$ cat config.mk
export PLATFORM = sky130hd
export DESIGN_NAME = fc_tile_scheduler_flat
export DESIGN_NICKNAME = d
export VERILOG_FILES = /design/src/rtl/fc_pkg.sv /design/src/rtl/fc_tile_scheduler_if.sv /design/src/rtl/fc_tile_counter.sv /design/src/rtl/fc_tile_scheduler.sv /design/src/flat_wrapper.sv
export SDC_FILE = /design/constraint.sdc
export NUM_CORES = 1
export LEC_CHECK = 0
export ABC_AREA = 1
export CORE_ASPECT_RATIO = 2
export CORE_MARGIN = 1.5
export CORE_UTILIZATION = 55
export CTS_CLUSTER_SIZE = 8
export DETAILED_ROUTE_END_ITERATION = 6
export PLACE_DENSITY = 0.87
export SLEW_MARGIN = 20
export SYNTH_ARGS = -nofsm -noshare
export SYNTH_HDL_FRONTEND = slang
export SYNTH_SLANG_ARGS = --single-unit
$ cat constraint.sdc
create_clock -name clk -period 3 [get_ports clk]
set_input_delay 0.9 -clock clk [delete_from_list [all_inputs] [get_ports clk]]
set_output_delay 0.9 -clock clk [all_outputs]
set_load 0.01 [all_outputs]
$ cat src/rtl/fc_pkg.sv
// Shared definitions for the fully-connected layer control path: FSM state
// encodings, lane-select width and default widths for counts and addresses.
package fc_pkg;

    localparam int unsigned SEL_W      = 4;
    localparam int unsigned CNT_W_DEF  = 16;
    localparam int unsigned ADDR_W_DEF = 12;
    localparam int unsigned TILE_DEF   = 8;

    typedef enum logic [2:0] {
        ST_IDLE    = 3'd0,
        ST_LOAD    = 3'd1,
        ST_COMPUTE = 3'd2,
        ST_DRAIN   = 3'd3,
        ST_NEXT    = 3'd4,
        ST_FIN     = 3'd5
    } state_t;

endpackage

$ cat src/rtl/fc_tile_scheduler_if.sv
// Datapath-side bundle of the tile scheduler: loader, MAC array and output
// buffer handshakes. The scheduler is the master, the datapath the slave.
interface fc_tile_scheduler_if
    import fc_pkg::*;
#(
    parameter int unsigned CNT_W  = CNT_W_DEF,
    parameter int unsigned ADDR_W = ADDR_W_DEF
);
    logic              load_req;
    logic              load_ack;
    logic [CNT_W-1:0]  in_tile_idx;
    logic [CNT_W-1:0]  out_tile_idx;
    logic              mac_start;
    logic              acc_clear;
    logic              mac_done;
    logic [SEL_W-1:0]  sel_data;
    logic              wr_valid;
    logic              wr_ready;
    logic [ADDR_W-1:0] wr_addr;

    modport master (
        output load_req, in_tile_idx, out_tile_idx, mac_start, acc_clear,
               sel_data, wr_valid, wr_addr,
        input  load_ack, mac_done, wr_ready
    );

    modport slave (
        input  load_req, in_tile_idx, out_tile_idx, mac_start, acc_clear,
               sel_data, wr_valid, wr_addr,
        output load_ack, mac_done, wr_ready
    );
endinterface

$ cat src/rtl/fc_tile_counter.sv
// Tile index counter with a latched terminal value; is_last is registered so
// the scheduler can branch on it without a wide compare in its own path.
module fc_tile_counter #(
    parameter int unsigned CNT_W = 16
) (
    input  logic             clk,
    input  logic             rst,
    input  logic             i_load,
    input  logic [CNT_W-1:0] i_limit,
    input  logic             i_clr,
    input  logic             i_inc,
    output logic [CNT_W-1:0] o_cnt,
    output logic             o_is_last
);
    logic [CNT_W-1:0] r_cnt;
    logic [CNT_W-1:0] r_last_val;
    logic             r_is_last;
    logic [CNT_W-1:0] w_cnt_nxt;
    logic [CNT_W-1:0] w_last_nxt;

    always_comb begin
        w_cnt_nxt  = r_cnt;
        w_last_nxt = r_last_val;
        if (i_load) begin
            w_cnt_nxt  = '0;
            w_last_nxt = i_limit - CNT_W'(1);
        end else if (i_clr) begin
            w_cnt_nxt = '0;
        end else if (i_inc) begin
            w_cnt_nxt = r_cnt + CNT_W'(1);
        end
    end

    always_ff @(posedge clk) begin
        if (rst) begin
            r_cnt      <= '0;
            r_last_val <= '0;
            r_is_last  <= 1'b0;
        end else begin
            r_cnt      <= w_cnt_nxt;
            r_last_val <= w_last_nxt;
            r_is_last  <= (w_cnt_nxt == w_last_nxt);
        end
    end

    assign o_cnt     = r_cnt;
    assign o_is_last = r_is_last;
endmodule

$ cat src/rtl/fc_tile_scheduler.sv
// Fully-connected layer sequencer: walks the (out_tile, in_tile) grid, drives
// tile loads and MAC runs, then drains TILING_SIZE results per output tile.
module fc_tile_scheduler
    import fc_pkg::*;
#(
    parameter int unsigned DATA_WIDTH  = 16,
    parameter int unsigned TILING_SIZE = TILE_DEF,
    parameter int unsigned CNT_W       = CNT_W_DEF,
    parameter int unsigned ADDR_W      = ADDR_W_DEF
) (
    input  logic              clk,
    input  logic              rst,
    input  logic              i_start,
    input  logic [CNT_W-1:0]  i_num_in_tiles,
    input  logic [CNT_W-1:0]  i_num_out_tiles,
    input  logic [ADDR_W-1:0] i_out_base_addr,
    output logic              o_busy,
    output logic              o_done,
    fc_tile_scheduler_if.master bus
);
    if (TILING_SIZE < 2 || TILING_SIZE > 16 || DATA_WIDTH == 0) begin : g_param_check
        $error("fc_tile_scheduler: unsupported TILING_SIZE or DATA_WIDTH");
    end

    localparam logic [SEL_W-1:0] SEL_LAST = SEL_W'(TILING_SIZE - 1);

    state_t            r_state;
    logic              r_load_req;
    logic              r_mac_start;
    logic              r_acc_clear;
    logic              r_wr_valid;
    logic [SEL_W-1:0]  r_sel;
    logic [ADDR_W-1:0] r_base;
    logic [ADDR_W-1:0] r_wr_addr;
    logic              r_busy;
    logic              r_done;

    logic              w_accept;
    logic              w_in_last;
    logic              w_out_last;
    logic [CNT_W-1:0]  w_in_idx;
    logic [CNT_W-1:0]  w_out_idx;

    assign w_accept = (r_state == ST_IDLE) && i_start &&
                      (i_num_in_tiles != '0) && (i_num_out_tiles != '0);

    fc_tile_counter #(.CNT_W(CNT_W)) u_in_cnt (
        .clk       (clk),
        .rst       (rst),
        .i_load    (w_accept),
        .i_limit   (i_num_in_tiles),
        .i_clr     (r_state == ST_NEXT),
        .i_inc     ((r_state == ST_COMPUTE) && bus.mac_done && !w_in_last),
        .o_cnt     (w_in_idx),
        .o_is_last (w_in_last)
    );

    fc_tile_counter #(.CNT_W(CNT_W)) u_out_cnt (
        .clk       (clk),
        .rst       (rst),
        .i_load    (w_accept),
        .i_limit   (i_num_out_tiles),
        .i_clr     (1'b0),
        .i_inc     ((r_state == ST_NEXT) && !w_out_last),
        .o_cnt     (w_out_idx),
        .o_is_last (w_out_last)
    );

    // Control FSM; every handshake output is a register updated on transitions.
    always_ff @(posedge clk) begin
        if (rst) begin
            r_state     <= ST_IDLE;
            r_load_req  <= 1'b0;
            r_mac_start <= 1'b0;
            r_acc_clear <= 1'b0;
            r_wr_valid  <= 1'b0;
            r_sel       <= '0;
            r_base      <= '0;
            r_wr_addr   <= '0;
            r_busy      <= 1'b0;
            r_done      <= 1'b0;
        end else begin
            r_mac_start <= 1'b0;
            r_acc_clear <= 1'b0;
            r_done      <= 1'b0;
            case (r_state)
                ST_IDLE: begin
                    if (w_accept) begin
                        r_state    <= ST_LOAD;
                        r_load_req <= 1'b1;
                        r_busy     <= 1'b1;
                        r_base     <= i_out_base_addr;
                    end else if (i_start) begin
                        r_done <= 1'b1;
                    end
                end
                ST_LOAD: begin
                    if (bus.load_ack) begin
                        r_state     <= ST_COMPUTE;
                        r_load_req  <= 1'b0;
                        r_mac_start <= 1'b1;
                        r_acc_clear <= (w_in_idx == '0);
                    end
                end
                ST_COMPUTE: begin
                    if (bus.mac_done) begin
                        if (w_in_last) begin
                            r_state    <= ST_DRAIN;
                            r_wr_valid <= 1'b1;
                            r_sel      <= '0;
                            r_wr_addr  <= r_base + ADDR_W'(w_out_idx) * ADDR_W'(TILING_SIZE);
                        end else begin
                            r_state    <= ST_LOAD;
                            r_load_req <= 1'b1;
                        end
                    end
                end
                ST_DRAIN: begin
                    if (bus.wr_ready) begin
                        if (r_sel == SEL_LAST) begin
                            r_state    <= ST_NEXT;
                            r_wr_valid <= 1'b0;
                        end else begin
                            r_sel     <= r_sel + SEL_W'(1);
                            r_wr_addr <= r_wr_addr + ADDR_W'(1);
                        end
                    end
                end
                ST_NEXT: begin
                    if (w_out_last) begin
                        r_state <= ST_FIN;
                    end else begin
                        r_state    <= ST_LOAD;
                        r_load_req <= 1'b1;
                    end
                end
                ST_FIN: begin
                    r_state <= ST_IDLE;
                    r_busy  <= 1'b0;
                    r_done  <= 1'b1;
                end
                default: r_state <= ST_IDLE;
            endcase
        end
    end

    assign bus.load_req     = r_load_req;
    assign bus.in_tile_idx  = w_in_idx;
    assign bus.out_tile_idx = w_out_idx;
    assign bus.mac_start    = r_mac_start;
    assign bus.acc_clear    = r_acc_clear;
    assign bus.sel_data     = r_sel;
    assign bus.wr_valid     = r_wr_valid;
    assign bus.wr_addr      = r_wr_addr;
    assign o_busy           = r_busy;
    assign o_done           = r_done;
endmodule

$ cat src/flat_wrapper.sv
// flat-port wrapper written by rule: the top's interface ports become plain ports
module fc_tile_scheduler_flat import fc_pkg::*;
#(
    parameter int unsigned DATA_WIDTH  = 16,
    parameter int unsigned TILING_SIZE = TILE_DEF,
    parameter int unsigned CNT_W       = CNT_W_DEF,
    parameter int unsigned ADDR_W      = ADDR_W_DEF
)
  (clk, rst, i_start, i_num_in_tiles, i_num_out_tiles, i_out_base_addr, o_busy, o_done, bus_load_req, bus_in_tile_idx, bus_out_tile_idx, bus_mac_start, bus_acc_clear, bus_sel_data, bus_wr_valid, bus_wr_addr, bus_load_ack, bus_mac_done, bus_wr_ready);
  fc_tile_scheduler_if #(.CNT_W(CNT_W), .ADDR_W(ADDR_W)) bus_i ();
  input  logic clk;
  input  logic rst;
  input  logic i_start;
  input  logic [CNT_W-1:0] i_num_in_tiles;
  input  logic [CNT_W-1:0] i_num_out_tiles;
  input  logic [ADDR_W-1:0] i_out_base_addr;
  output logic o_busy;
  output logic o_done;
  output wire logic [$bits(bus_i.load_req)-1:0] bus_load_req;
  output wire logic [$bits(bus_i.in_tile_idx)-1:0] bus_in_tile_idx;
  output wire logic [$bits(bus_i.out_tile_idx)-1:0] bus_out_tile_idx;
  output wire logic [$bits(bus_i.mac_start)-1:0] bus_mac_start;
  output wire logic [$bits(bus_i.acc_clear)-1:0] bus_acc_clear;
  output wire logic [$bits(bus_i.sel_data)-1:0] bus_sel_data;
  output wire logic [$bits(bus_i.wr_valid)-1:0] bus_wr_valid;
  output wire logic [$bits(bus_i.wr_addr)-1:0] bus_wr_addr;
  input wire logic [$bits(bus_i.load_ack)-1:0] bus_load_ack;
  input wire logic [$bits(bus_i.mac_done)-1:0] bus_mac_done;
  input wire logic [$bits(bus_i.wr_ready)-1:0] bus_wr_ready;
  assign bus_load_req = bus_i.load_req;
  assign bus_in_tile_idx = bus_i.in_tile_idx;
  assign bus_out_tile_idx = bus_i.out_tile_idx;
  assign bus_mac_start = bus_i.mac_start;
  assign bus_acc_clear = bus_i.acc_clear;
  assign bus_sel_data = bus_i.sel_data;
  assign bus_wr_valid = bus_i.wr_valid;
  assign bus_wr_addr = bus_i.wr_addr;
  assign bus_i.load_ack = bus_load_ack;
  assign bus_i.mac_done = bus_mac_done;
  assign bus_i.wr_ready = bus_wr_ready;
  fc_tile_scheduler #(.DATA_WIDTH(DATA_WIDTH), .TILING_SIZE(TILING_SIZE), .CNT_W(CNT_W), .ADDR_W(ADDR_W)) u_core (.clk(clk), .rst(rst), .i_start(i_start), .i_num_in_tiles(i_num_in_tiles), .i_num_out_tiles(i_num_out_tiles), .i_out_base_addr(i_out_base_addr), .o_busy(o_busy), .o_done(o_done), .bus(bus_i));
endmodule
* Word level (Yosys, flattened, before mapping)
Index checks and enable logic that the tools add are counted.
Storage, ports and cells: register bits after elaboration 103, latch bits 0, bits in writable memories 0, bits in read-only memories 0, input bits 50, output and inout bits 54, logic and storage cells 106, memories kept 0
Cells by class: $add $sub $neg 7, multiply operators 0, div/mod/pow operators 0, $lt $le $gt $ge 0, eq/ne operators 17, shift-type cells 0, multiplexer cells 41, bitwise gates (word level) 2, reductions and logical operators 23
Operators by type and width (count):
- $mux W16 | 7
- $mux W12 | 4
- $add A16 B1 Y16 const B | 2
- $eq A16 B16 Y1 | 2
- $reduce_bool A16 Y1 | 2
- $sub A16 B1 Y16 const B | 2
- $pmux W12 S2 | 1
- $mux W3 | 6
- $logic_not A16 Y1 | 1
- $mux W4 | 4
- $ne A2 B2 Y1 const B | 8
- $pmux W3 S5 | 1
- $reduce_and A5 Y1 | 3
- $add A12 B1 Y12 const B | 1
- $add A12 B12 Y12 | 1
- $mux W1 | 12
- $pmux W4 S2 | 1
- $eq A3 B2 Y1 const B | 2
- $eq A3 B3 Y1 const B | 2
- $logic_and A1 B1 Y1 | 6
- $pmux W1 S2 | 3
- $reduce_and A6 Y1 | 1
- $add A4 B1 Y4 const B | 1
- $eq A4 B3 Y1 const B | 1
- 12 further kinds | 16

* Logic depth before layout (Yosys ltp)
Gate-level depths: netlist (run 1).
depth in word-level cells 7, depth in mapped cells 17, gate-level depth less buffers 16

* Hierarchy
A second synthesis (run 1) with hierarchy kept.
Unflattened totals: cells, all modules 1153, area total of the unflattened synthesis 6979.2 µm²
Modules (own cells, without submodules):
- fc_tile_counter | times used 2, cells an instance 397, area an instance 2297.2 µm², seq. area each 660.6 µm²
- fc_tile_scheduler | times used 1, cells an instance 359, area an instance 2384.8 µm², seq. area each 740.7 µm²

* Worst setup path before layout (run 1)
OpenSTA, ideal clock, no wires.
path kind input port to flip-flop, start in i_num_in_tiles[0], end reg u_core.u_out_cnt.r_is_last, in the netlist u_core.u_out_cnt.o_is_last, arrival 2387 ps, required time 2936 ps, path slack 549 ps, cell stages on the path 13, path buffers 1, cell sequence inv_1 ha_1 nand2_1 nor2_1 nand2_2 nand2_1 nor2_2 buf_4 or2_1 nand3_1 nand3_1 nand3b_1 nor2_1
On the way: word-level cells in the longest chain between the ends 5, elaborated cells between the ends (all ways) 6, those cells by class 1 x eq/ne; 2 x mux; 3 x reduce/logical
Ends and longest elaborated chain:
- from (decl) | RTL line flat_wrapper.sv:14 | input logic [CNT_W-1:0] i_num_in_tiles;
- $reduce_bool A16 Y1 * | RTL line fc_tile_scheduler.sv:45 | (i_num_in_tiles != '0) && (i_num_out_tiles != '0);
- $logic_and A1 B1 Y1 * | RTL line fc_tile_scheduler.sv:44 | assign w_accept = (r_state == ST_IDLE) && i_start &&
- $logic_and A1 B1 Y1 * | RTL line fc_tile_scheduler.sv:45
- $mux W16 | RTL line fc_tile_counter.sv:24 | if (i_load) begin
- $eq A16 B16 Y1 * | RTL line fc_tile_counter.sv:42 | r_is_last <= (w_cnt_nxt == w_last_nxt);
- to (signal assigned) | RTL line fc_tile_counter.sv:42
- to (decl) | RTL line fc_tile_counter.sv:17 | logic r_is_last;
Every way passes the cells marked *; elsewhere a longest branch is shown, timed or not. A chain may end at the register's enable or synchronous reset.

* Final worst setup path (run 1)
start in i_num_out_tiles[0], end reg u_core.u_out_cnt.r_is_last, in the netlist u_core.u_out_cnt.o_is_last
On the way: word-level cells in the longest chain between the ends 4, elaborated cells between the ends (all ways) 6, those cells by class 1 x add/sub; 1 x eq/ne; 2 x mux; 2 x reduce/logical
Ends and longest elaborated chain:
- from (decl) | RTL line flat_wrapper.sv:15 | input logic [CNT_W-1:0] i_num_out_tiles;
- parallel branches: the longest is 3 deep, another holds $sub A16 B1 Y16
- $eq A16 B16 Y1 * | RTL line fc_tile_counter.sv:42
Mark *: on every way between the ends.

==> results of run 1 <==
==> registers in the layout, summed over array words and instances (netlist names) <==
register / flops
u_core.bus.acc_clear: 1
u_core.bus.load_req: 1
u_core.bus.mac_start: 1
u_core.bus.sel_data: 4
u_core.bus.wr_addr: 12
u_core.bus.wr_valid: 1
u_core.o_busy: 1
u_core.o_done: 1
u_core.r_base: 12
u_core.r_state: 3
u_core.u_in_cnt.o_cnt: 16
u_core.u_in_cnt.o_is_last: 1
u_core.u_in_cnt.r_last_val: 16
u_core.u_out_cnt.o_cnt: 16
u_core.u_out_cnt.o_is_last: 1
u_core.u_out_cnt.r_last_val: 16
==> power by group through the flow <==
stage	clock, W	combinational (W)	sequential (W)
6_report	0.00119	0.00219	0.00185
5_1_grt	0.00125	0.00246	0.00188
4_1_cts	0.00120	0.00219	0.00185
3_5_place_dp	0	0.00217	0.00188
3_3_place_gp	0	0.00212	0.00187
2_1_floorplan	0	0.00138	0.00188
==> final timing paths <==
| kind | depth (start not counted) | start | to |
|---|---|---|---|
| worst max-delay path | 15 | i_num_out_tiles[0] | u_core.u_out_cnt.o_is_last |
| worst min-delay path | 2 | u_core.r_base[2] | u_core.r_base[2] |
| worst max register to register | 15 | u_core.u_out_cnt.o_cnt[0] | u_core.bus.wr_addr[11] |
| worst min register to register | 2 | u_core.r_base[2] | u_core.r_base[2] |
==> per-stage QoR <==
step / util (%) / instances
after floorplan: - / 1151
after global placement: 69.0 / 1427
after detailed placement: 69.0 / 1427
after CTS: 71.5 / 1442
after global routing: 71.5 / 1442
final: 71.5 / 1442
==> cells by family (layout without fill, tap and decap cells) <==
group	after synthesis	count (layout)	synth area share (%)
AND/OR/NAND/NOR	730	730	45.3
adder cells (fa/ha/maj)	16	16	3.03
AO/OA/AOI/OAI	108	108	8.64
buffers and inverters	173	317	10.2
flip-flops	103	103	30.1
XOR/XNOR	21	21	2.68
==> layer usage <==
| layer | global-route usage [%] | vias to the layer above |
|---|---|---|
| met5 | 0 | - |
| li1 | - | 3906 |
| met2 | 53.9 | 180 |
| met1 | 29.5 | 3401 |
| met4 | 15.3 | 0 |
| met3 | 3.47 | 52 |
==> final cells by class <==
class                      count  area (um2)
multi-input combinational    875        4090
clock buffer                  10         239
timing repair buffer         159        1500
inverter                     143         538
sequential                   103        2060
clock inverter                 5        58.8
tap                          147         184
fill                        1043        3460
==> worst max-delay path, delay by kind of cell <==
kind	cells	cell delay, ns
fa+ha+maj	1	0.22
buf+inv	4	0.78
simple gates	10	1.08
==> placed cells by master (no fill, tap or decap), types with 3 or more instances in the layout <==
cell type        count
buf_12               4
a31oi_1              6
nand2_1            388
clkdlybuf4s50_1    102
inv_2                6
ha_1                15
o21ai_0             39
nor2_1             188
inv_1              135
xnor2_1              5
nand3_1             77
o21ai_1             10
nand2_2              5
dfxtp_1            103
nand4_1             21
buf_4               52
a21oi_1             37
nand3b_1            10
xor2_1              16
or2_1                3
nor2_2               5
nor3_1              17
or2_2                3
clkbuf_16            9
a211oi_1             5
o211ai_1             3
==> impl_metrics.tcl, run 1 <==
set metrics [dict create \
    first_pass_iters 5 \
    cts_buffers 9 \
    drive_gt1_share_pct 7.95 \
    cp-end-kind "flip-flop" \
    min_period_ns 2.71 \
    synthTopCellsByCount "388 x nand2_1, 188 x nor2_1, 135 x inv_1" \
    wire_per_inst_um 12.8 \
    io_pins 104 \
    cts_tree "yes" \
    fin_hold_ws_ns 0.450 \
    rows 57 \
    cts-resized-gates 0 \
    synth_edf_count 0 \
    grt_pass1_vias 7006 \
    p_per_area_nw_per_um2 604 \
    post_cts_buffers 0 \
    ys_ff_latch 103 \
    overflow 0 \
    met1_length_mm 6.96 \
    core_area_um2 12100 \
    worstPathRequired_ns 3.28 \
    finalCritPeriodShare_pct 90.4 \
    dpl_worst_slack_ns -0.0515 \
    cts_sinks 103 \
    grt_max_degree 46 \
    path_cells "clkdlybuf4s50_1 > inv_1 > ha_1 > nand2_1 > nor2_2 > nand2_2 > inv_1 > nor2_2 > buf_12 > or2_1 > nand2_1 > nand2_1 > nand3_1 > nand3b_1 > nor2_1" \
    slowest_stage "clkdlybuf4s50_1" \
    area_delta_synth_final_pct 26.5 \
    max_freq_mhz 369 \
    power_frac_clock_pct 22.8 \
    antennaDiodeCount 0 \
    wl_met3_um 624 \
    die_area_um2 13200 \
    cp-start-kind "input pin" \
    fin_skew_ns 0.0120 \
    die_w_um 81.9 \
    syn-instance-count 1151 \
    drt_iter0_markers 305 \
    avgSynthCellArea_um2 5.95 \
    place_area_um2 8370 \
    hold_buffers 0 \
    setup_tns_ns 0 \
    initial_core_util_pct 56.5 \
    reg2reg_slack_ns 0.74 \
    yosys.area.top_type "dfxtp_1" \
    worstSetupPathType "in2reg" \
    gp_congestion 0.948 \
    min_path_type "reg2reg" \
    total_power_w 0.00523 \
    p_comb_share_pct 41.9 \
    p_sw_w 0.00198 \
    cap_violations 0 \
    slew_headroom_pct 61.7 \
    dpl.hpwl_mm 14.6 \
    clk_pin_slew_worst_paths_ns 0.06 \
    rsz0062_at_grt "false" \
    syn-num-nets 1217 \
    vias 7539 \
    final_area_um2 8670 \
    synth_most_common_cell "nand2_1" \
    clk_latency_ns 0.35 \
    synth_top_area_share_pct 30.1 \
    cts_root_buffer "clkbuf_16" \
    slew_violations 0 \
    synthArstFlopShare_pct 0 \
    cp_common_cell "nand2_1" \
    cellLeakagePower_nw 4.05 \
    portBuffers 103 \
    finalHoldViolations 0 \
    grt_pass1_wl_mm 30.2 \
    drt_wl_total_mm 18.5 \
    max_slew.worst_pin.slew_ns 0.570 \
    top_layer "met4" \
    synthesis.area_um2 6850 \
    fp.dieH_um 161 \
    clk_path_buf_depth 2 \
    worst_slack_ns 0.289 \
    switching_share_pct 37.9 \
    yosysUniqueCellTypes 47 \
    path_max_fanout 30 \
    ys.warnings.count 0 \
    wl_met2_mm 10.1 \
    p_int_w 0.00325 \
    yosys-top-cells-area "dfxtp_1 30%, nand2_1 21%, nor2_1 10%" \
    synth_ff_type "dfxtp_1" \
    cp_slowest_stage_delay_ns 0.47 \
    power.share.sequential_pct 35.3 \
    fin_nets 1357 \
    ir_worst_vdd_uv 494 \
    viasPerCell 5.23 \
    track_usage_pct 28.8 \
    h-tree-depth 3 \
    setup_viol 0 \
    drc 0 \
    antenna_found_initial 0 \
    antenna_left 0 \
    status "finished clean" \
    yosysSeqAreaShare_pct 30.1 \
    cp_data_arrival_time_ns 2.99 \
]
No activity file was read; power rests on OpenSTA's default activity.
==> run 2, diff against run 1 <==
--- a/config.mk
+++ b/config.mk
@@ -8,10 +8,10 @@
 export ABC_AREA = 1
 export CORE_ASPECT_RATIO = 2
 export CORE_MARGIN = 1.5
-export CORE_UTILIZATION = 55
+export CORE_UTILIZATION = 50
 export CTS_CLUSTER_SIZE = 8
 export DETAILED_ROUTE_END_ITERATION = 6
-export PLACE_DENSITY = 0.87
+export PLACE_DENSITY = 0.84
 export SLEW_MARGIN = 20
 export SYNTH_ARGS = -nofsm -noshare
 export SYNTH_HDL_FRONTEND = slang
==> constraint.sdc (replaced) <==
create_clock -name clk -period 2.2 [get_ports clk]
set_input_delay 0.66 -clock clk [delete_from_list [all_inputs] [get_ports clk]]
set_output_delay 0.66 -clock clk [all_outputs]
set_load 0.01 [all_outputs]
==> run 2 against run 1 <==
  * The run now ends with DRC, setup timing left
  * Cell count is 9.8% higher
  * Utilization is 3.2 points higher
  * Cell area increased by 16%
  * Clock power up 50%
  * Combinational power up 86%
  * Worst hold slack improved by 0.0081 ns
  * Highest routed layer unchanged
==> impl_metrics.tcl, run 2 (synthesized netlist as in run 1, its figures left out) <==
set metrics [dict create \
    status "finished with violations" \
    failed_checks "DRC, setup timing" \
    path_cells "clkdlybuf4s15_1 > nor2_2 > nand2_2 > nor2_4 > nand2_4 > nand3_4 > buf_12 > buf_12 > nand2_2 > nand3_2 > nand2_2 > nor2_2 > nand2_1 > nor2_1 > nand2_1 > nor2_1" \
    dpl_worst_slack_ns -0.664 \
    cp_data_arrival_time_ns 2.49 \
    cp_common_cell "nand2_2" \
    die_w_um 85.8 \
    path_delay_family "simple AND/OR/NAND/NOR gates" \
    die_area_um2 14500 \
    area_delta_synth_final_pct 46.5 \
    grt_pass1_vias 8075 \
    p_int_w 0.00516 \
    rsz0062_at_grt "true" \
    fin_nets 1490 \
    cp.buffers_inverters 3 \
    fp.dieH_um 169 \
    overflow 0 \
    slew_violations 0 \
    antenna_found_initial 0 \
    p_sw_w 0.00323 \
    cp-start-kind "input pin" \
    antenna_left 0 \
    power_frac_clock_pct 21.3 \
    setup_tns_ns -0.00229 \
    ir_worst_vdd_uv 494 \
    cts_tree "yes" \
    max_slew.worst_pin.slew_ns 0.511 \
    crit_start "i_num_out_tiles[14]" \
    io_pins 104 \
    p_per_area_nw_per_um2 836 \
    finalCritPeriodShare_pct 100 \
    viasPerCell 5.48 \
    cts_sinks 103 \
    portBuffers 103 \
    vias 8683 \
    fin_skew_ns 0.00767 \
    drive_gt1_share_pct 24.0 \
    finalHoldViolations 0 \
    rows 60 \
    clk_latency_ns 0.36 \
    max_freq_mhz 454 \
    path_max_fanout 7 \
    initial_core_util_pct 51.0 \
    setup_viol 1 \
    worst_slack_ns -0.00229 \
    wire_per_inst_um 14.8 \
    grt_max_degree 68 \
    hold_buffers 0 \
    drt_wl_total_mm 23.4 \
    antennaDiodeCount 0 \
    min_from "u_core.r_base[2]" \
    p_comb_share_pct 48.7 \
    fin_hold_ws_ns 0.458 \
    cp-end-kind "flip-flop" \
    dpl.hpwl_mm 15.3 \
    cellLeakagePower_nw 4.84 \
    power.share.sequential_pct 30.1 \
    final_common_cell "nand2_1" \
    switching_share_pct 38.5 \
    cap_violations 0 \
    gp_congestion 0.914 \
    clk_path_buf_depth 2 \
    worstSetupPathType "in2reg" \
    h-tree-depth 3 \
    grt_pass1_wl_mm 35.4 \
    cts_buffers 9 \
    clk_pin_slew_worst_paths_ns 0.07 \
    r2r-start "u_core.r_state[0]" \
    total_power_w 0.00839 \
    first_pass_iters 7 \
    drt_iter0_markers 705 \
    final_area_um2 10000 \
    min_path_type "reg2reg" \
    slowest_stage "nand3_4" \
    core_area_um2 13400 \
    worstPathRequired_ns 2.49 \
    slew_headroom_pct 65.6 \
    layout_common_cells "366 x nand2_1, 172 x buf_4, 161 x nor2_1, 128 x inv_1, 99 x dfxtp_1" \
    min_period_ns 2.20 \
    cp_slowest_stage_delay_ns 0.21 \
    drc 2 \
    place_area_um2 9140 \
    track_usage_pct 30.0 \
    cts_root_buffer "clkbuf_16" \
]
==> run 2: what timing repair did <==
action                                  CTS  global route
gates resized for setup                  95           115
pin swaps                                38            49
endpoints found under the setup margin   32             8
gates cloned                              5             2
setup buffers                            23             6
==> run 2: layout make-up <==
cell class	count	area, um2
clock buffer	10	239
clock inverter	6	91.3
fill	960	3400
inverter	143	546
multi-input combinational	875	4410
sequential	103	2070
tap	155	194
timing repair buffer	292	2490
==> run 2: layer usage <==
| metal | wire length, um | share of wire [%] | track usage (%) |
|---|---|---|---|
| met1 | 7940 | 34 | 29.7 |
| met2 | 12400 | 53 | 56.3 |
| met3 | 1310 | 5.6 | 3.75 |
| met4 | 1740 | 7.5 | 20.1 |
| met5 | 0 | 0 | 0 |
==> run 2: tightest hold or removal path, cell delays in order, from the launching register on <==
cell     delay, ns
dfxtp_1       0.30
inv_1         0.06
a21oi_1       0.06
==> run 2: per-stage QoR <==
stage,utilization [%],std cells
4_1_cts,73.7,1578
3_3_place_gp,68.0,1534
3_5_place_dp,68.0,1534
2_1_floorplan,-,1151
5_1_grt,74.7,1584
6_report,74.7,1584
==> run 2: worst paths after layout <==
| kind | slack, ns | to | depth (start not counted) |
|---|---|---|---|
| hold / removal | 0.46 | u_core.r_base[2] | 2 |
| hold reg to reg | 0.46 | u_core.r_base[2] | 2 |
| setup / recovery | -0.002 | u_core.u_out_cnt.o_is_last | 16 |
| setup reg to reg | 0.01 | u_core.u_out_cnt.o_is_last | 14 |
==> run 2: power by group through the flow <==
| stage | sequential [W] | combinational (W) | clock (W) |
|---|---|---|---|
| 5_1_grt | 0.00256 | 0.00443 | 0.00186 |
| 6_report | 0.00252 | 0.00408 | 0.00179 |
| 3_3_place_gp | 0.00253 | 0.00328 | 0 |
| 3_5_place_dp | 0.00255 | 0.00337 | 0 |
| 4_1_cts | 0.00251 | 0.00381 | 0.00178 |
| 2_1_floorplan | 0.00256 | 0.00188 | 0 |
==> run 3, diff against run 2 <==
--- a/config.mk
+++ b/config.mk
@@ -7,7 +7,6 @@
 export LEC_CHECK = 0
 export ABC_AREA = 1
 export CORE_ASPECT_RATIO = 2
-export CORE_MARGIN = 1.5
 export CORE_UTILIZATION = 50
 export CTS_CLUSTER_SIZE = 8
 export DETAILED_ROUTE_END_ITERATION = 6
==> run 3 against run 2 <==
  * The flow still finishes with violations (DRC, setup timing)
  * Non-clock buffer count rose by 2
  * Utilization rose by 1.0 points
  * Fmax fell by 9.2%
  * Wire length rose by 8.9%
  * Clock skew rose by 0.012 ns
  * Cell count rose by 0.13%
  * Sequential cell count did not move
  * Sequential power barely moved
  * Highest routed layer unchanged
==> impl_metrics.tcl, run 3 (synthesized netlist as in run 1, its figures left out) <==
set metrics [dict create \
    track_usage_pct 31.8 \
    finalHoldViolations 0 \
    p_per_area_nw_per_um2 824 \
    first_pass_iters 7 \
    fp.dieH_um 168 \
    hold_buffers 0 \
    antenna_found_initial 0 \
    viasPerCell 5.72 \
    drive_gt1_share_pct 22.8 \
    clk_path_buf_depth 2 \
    drc 15 \
    rsz0062_at_grt "true" \
    status "finished with violations" \
    min_path_type "reg2reg" \
    clk_pin_slew_worst_paths_ns 0.08 \
    grt_max_degree 48 \
    rows 60 \
    max_freq_mhz 412 \
    final_area_um2 10200 \
    place_area_um2 9160 \
    area_delta_synth_final_pct 48.5 \
    die_w_um 84.8 \
    worstPathRequired_ns 2.51 \
    post-route-util_pct 75.8 \
    cts_tree "yes" \
    cts_root_buffer "clkbuf_16" \
    cp_data_arrival_time_ns 2.73 \
    cap_violations 0 \
    layout_common_cells "366 x nand2_1, 170 x buf_4, 158 x nor2_1, 128 x inv_1, 101 x dfxtp_1" \
    ir_worst_vdd_uv 454 \
    vias 9068 \
    cp-start-kind "input pin" \
    antennaDiodeCount 0 \
    fin_nets 1492 \
    cts_buffers 9 \
    antenna_left 0 \
    gp_congestion 0.900 \
    min_period_ns 2.43 \
    worst_slack_ns -0.227 \
    dpl_worst_slack_ns -0.704 \
    portBuffers 103 \
    fin_skew_ns 0.0197 \
    fin_hold_ws_ns 0.466 \
    grt_pass1_vias 8351 \
    setup_viol 2 \
    dpl.hpwl_mm 15.5 \
    final_common_cell "nand2_1" \
    clk_latency_ns 0.37 \
    max_slew.worst_pin.slew_ns 0.523 \
    drt_wl_total_mm 25.5 \
    initial_core_util_pct 51.0 \
    finalCritPeriodShare_pct 110 \
    cts_sinks 103 \
    wire_per_inst_um 16.0 \
    slew_headroom_pct 64.8 \
    worstSetupPathType "in2reg" \
    slew_violations 0 \
    grt_pass1_wl_mm 36.6 \
    drt_iter0_markers 996 \
    overflow 0 \
    core_area_um2 13400 \
    cellLeakagePower_nw 4.87 \
    h-tree-depth 3 \
    io_pins 104 \
    failed_checks "DRC, setup timing" \
    cp-end-kind "flip-flop" \
    die_area_um2 14200 \
    path_max_fanout 7 \
    reg2reg_slack_ns -0.11 \
]
run 3: changes by cell type in the layout (fill, tap and decap cells not counted), sizes merged:
cell / previous run / this run
clkbuf: 37 / 18
dlygate4sd2: 1 / 12
clkdlybuf4s15: 7 / 12
buf: 188 / 192
bufinv: 2 / 0
clkinv: 5 / 3
clkinvlp: 0 / 2
dlymetal6s2s: 1 / 3
inv: 142 / 144
clkdlybuf4s50: 68 / 67
run 3: area by class of cell:
type / instances / area [um2]
tap: 155 / 194
clock inverter: 6 / 52.6
inverter: 143 / 542
fill: 897 / 3260
multi-input combinational: 875 / 4460
clock buffer: 10 / 239
sequential: 103 / 2070
timing repair buffer: 294 / 2620
run 3: what timing repair did:
action	in CTS	in global routing
resized for setup	90	103
gates cloned	2	0
buffers inserted	24	7
setup endpoints to repair	26	12
pin swaps	49	43
run 3: per-stage QoR:
step / total power (W) / std cells / TNS (ns)
after detailed placement: 0.00593 / 1538 / -26.12
after global placement: 0.00583 / 1538 / -22.07
final: 0.00838 / 1586 / -0.340
after global routing: 0.00880 / 1586 / -0.554
after CTS: 0.00789 / 1580 / 0
after floorplan: 0.00445 / 1151 / 0
run 3: report_power, final:
part	switching, W	total [W]	internal, W
Sequential	0.000278	0.00252	0.00224
Combinational	0.00229	0.00425	0.00196
Clock	0.000805	0.00162	0.000816
run 3: critical path: stages:
cell           delay, ns
dlygate4sd2_1       0.26
nor2_2              0.15
nand2_2             0.10
nor2_4              0.12
nand2_4             0.08
nand3_4             0.17
buf_12              0.17
nand2_1             0.20
o21ai_4             0.19
nor2_2              0.11
nor2_1              0.12
nand2_1             0.08
nor2_1              0.15
nand2_1             0.08
nor2_1              0.08
run 3: routing by layer:
| layer | vias up | track usage (%) | share of wire (%) |
|---|---|---|---|
| li1 | 4183 | - | - |
| met1 | 4101 | 29.8 | 32 |
| met2 | 558 | 61.6 | 52 |
| met3 | 226 | 4.83 | 7.0 |
| met4 | 0 | 21.3 | 8.4 |
| met5 | - | 0 | 0 |
run 3: final timing paths:
kind | startpoint | end | cells after the start
worst max-delay path | i_num_out_tiles[8] | u_core.u_out_cnt.o_is_last | 15
worst min-delay path | u_core.r_base[2] | u_core.r_base[2] | 2
worst max register to register | u_core.r_state[2] | u_core.u_in_cnt.o_is_last | 14
worst min register to register | u_core.r_base[2] | u_core.r_base[2] | 2
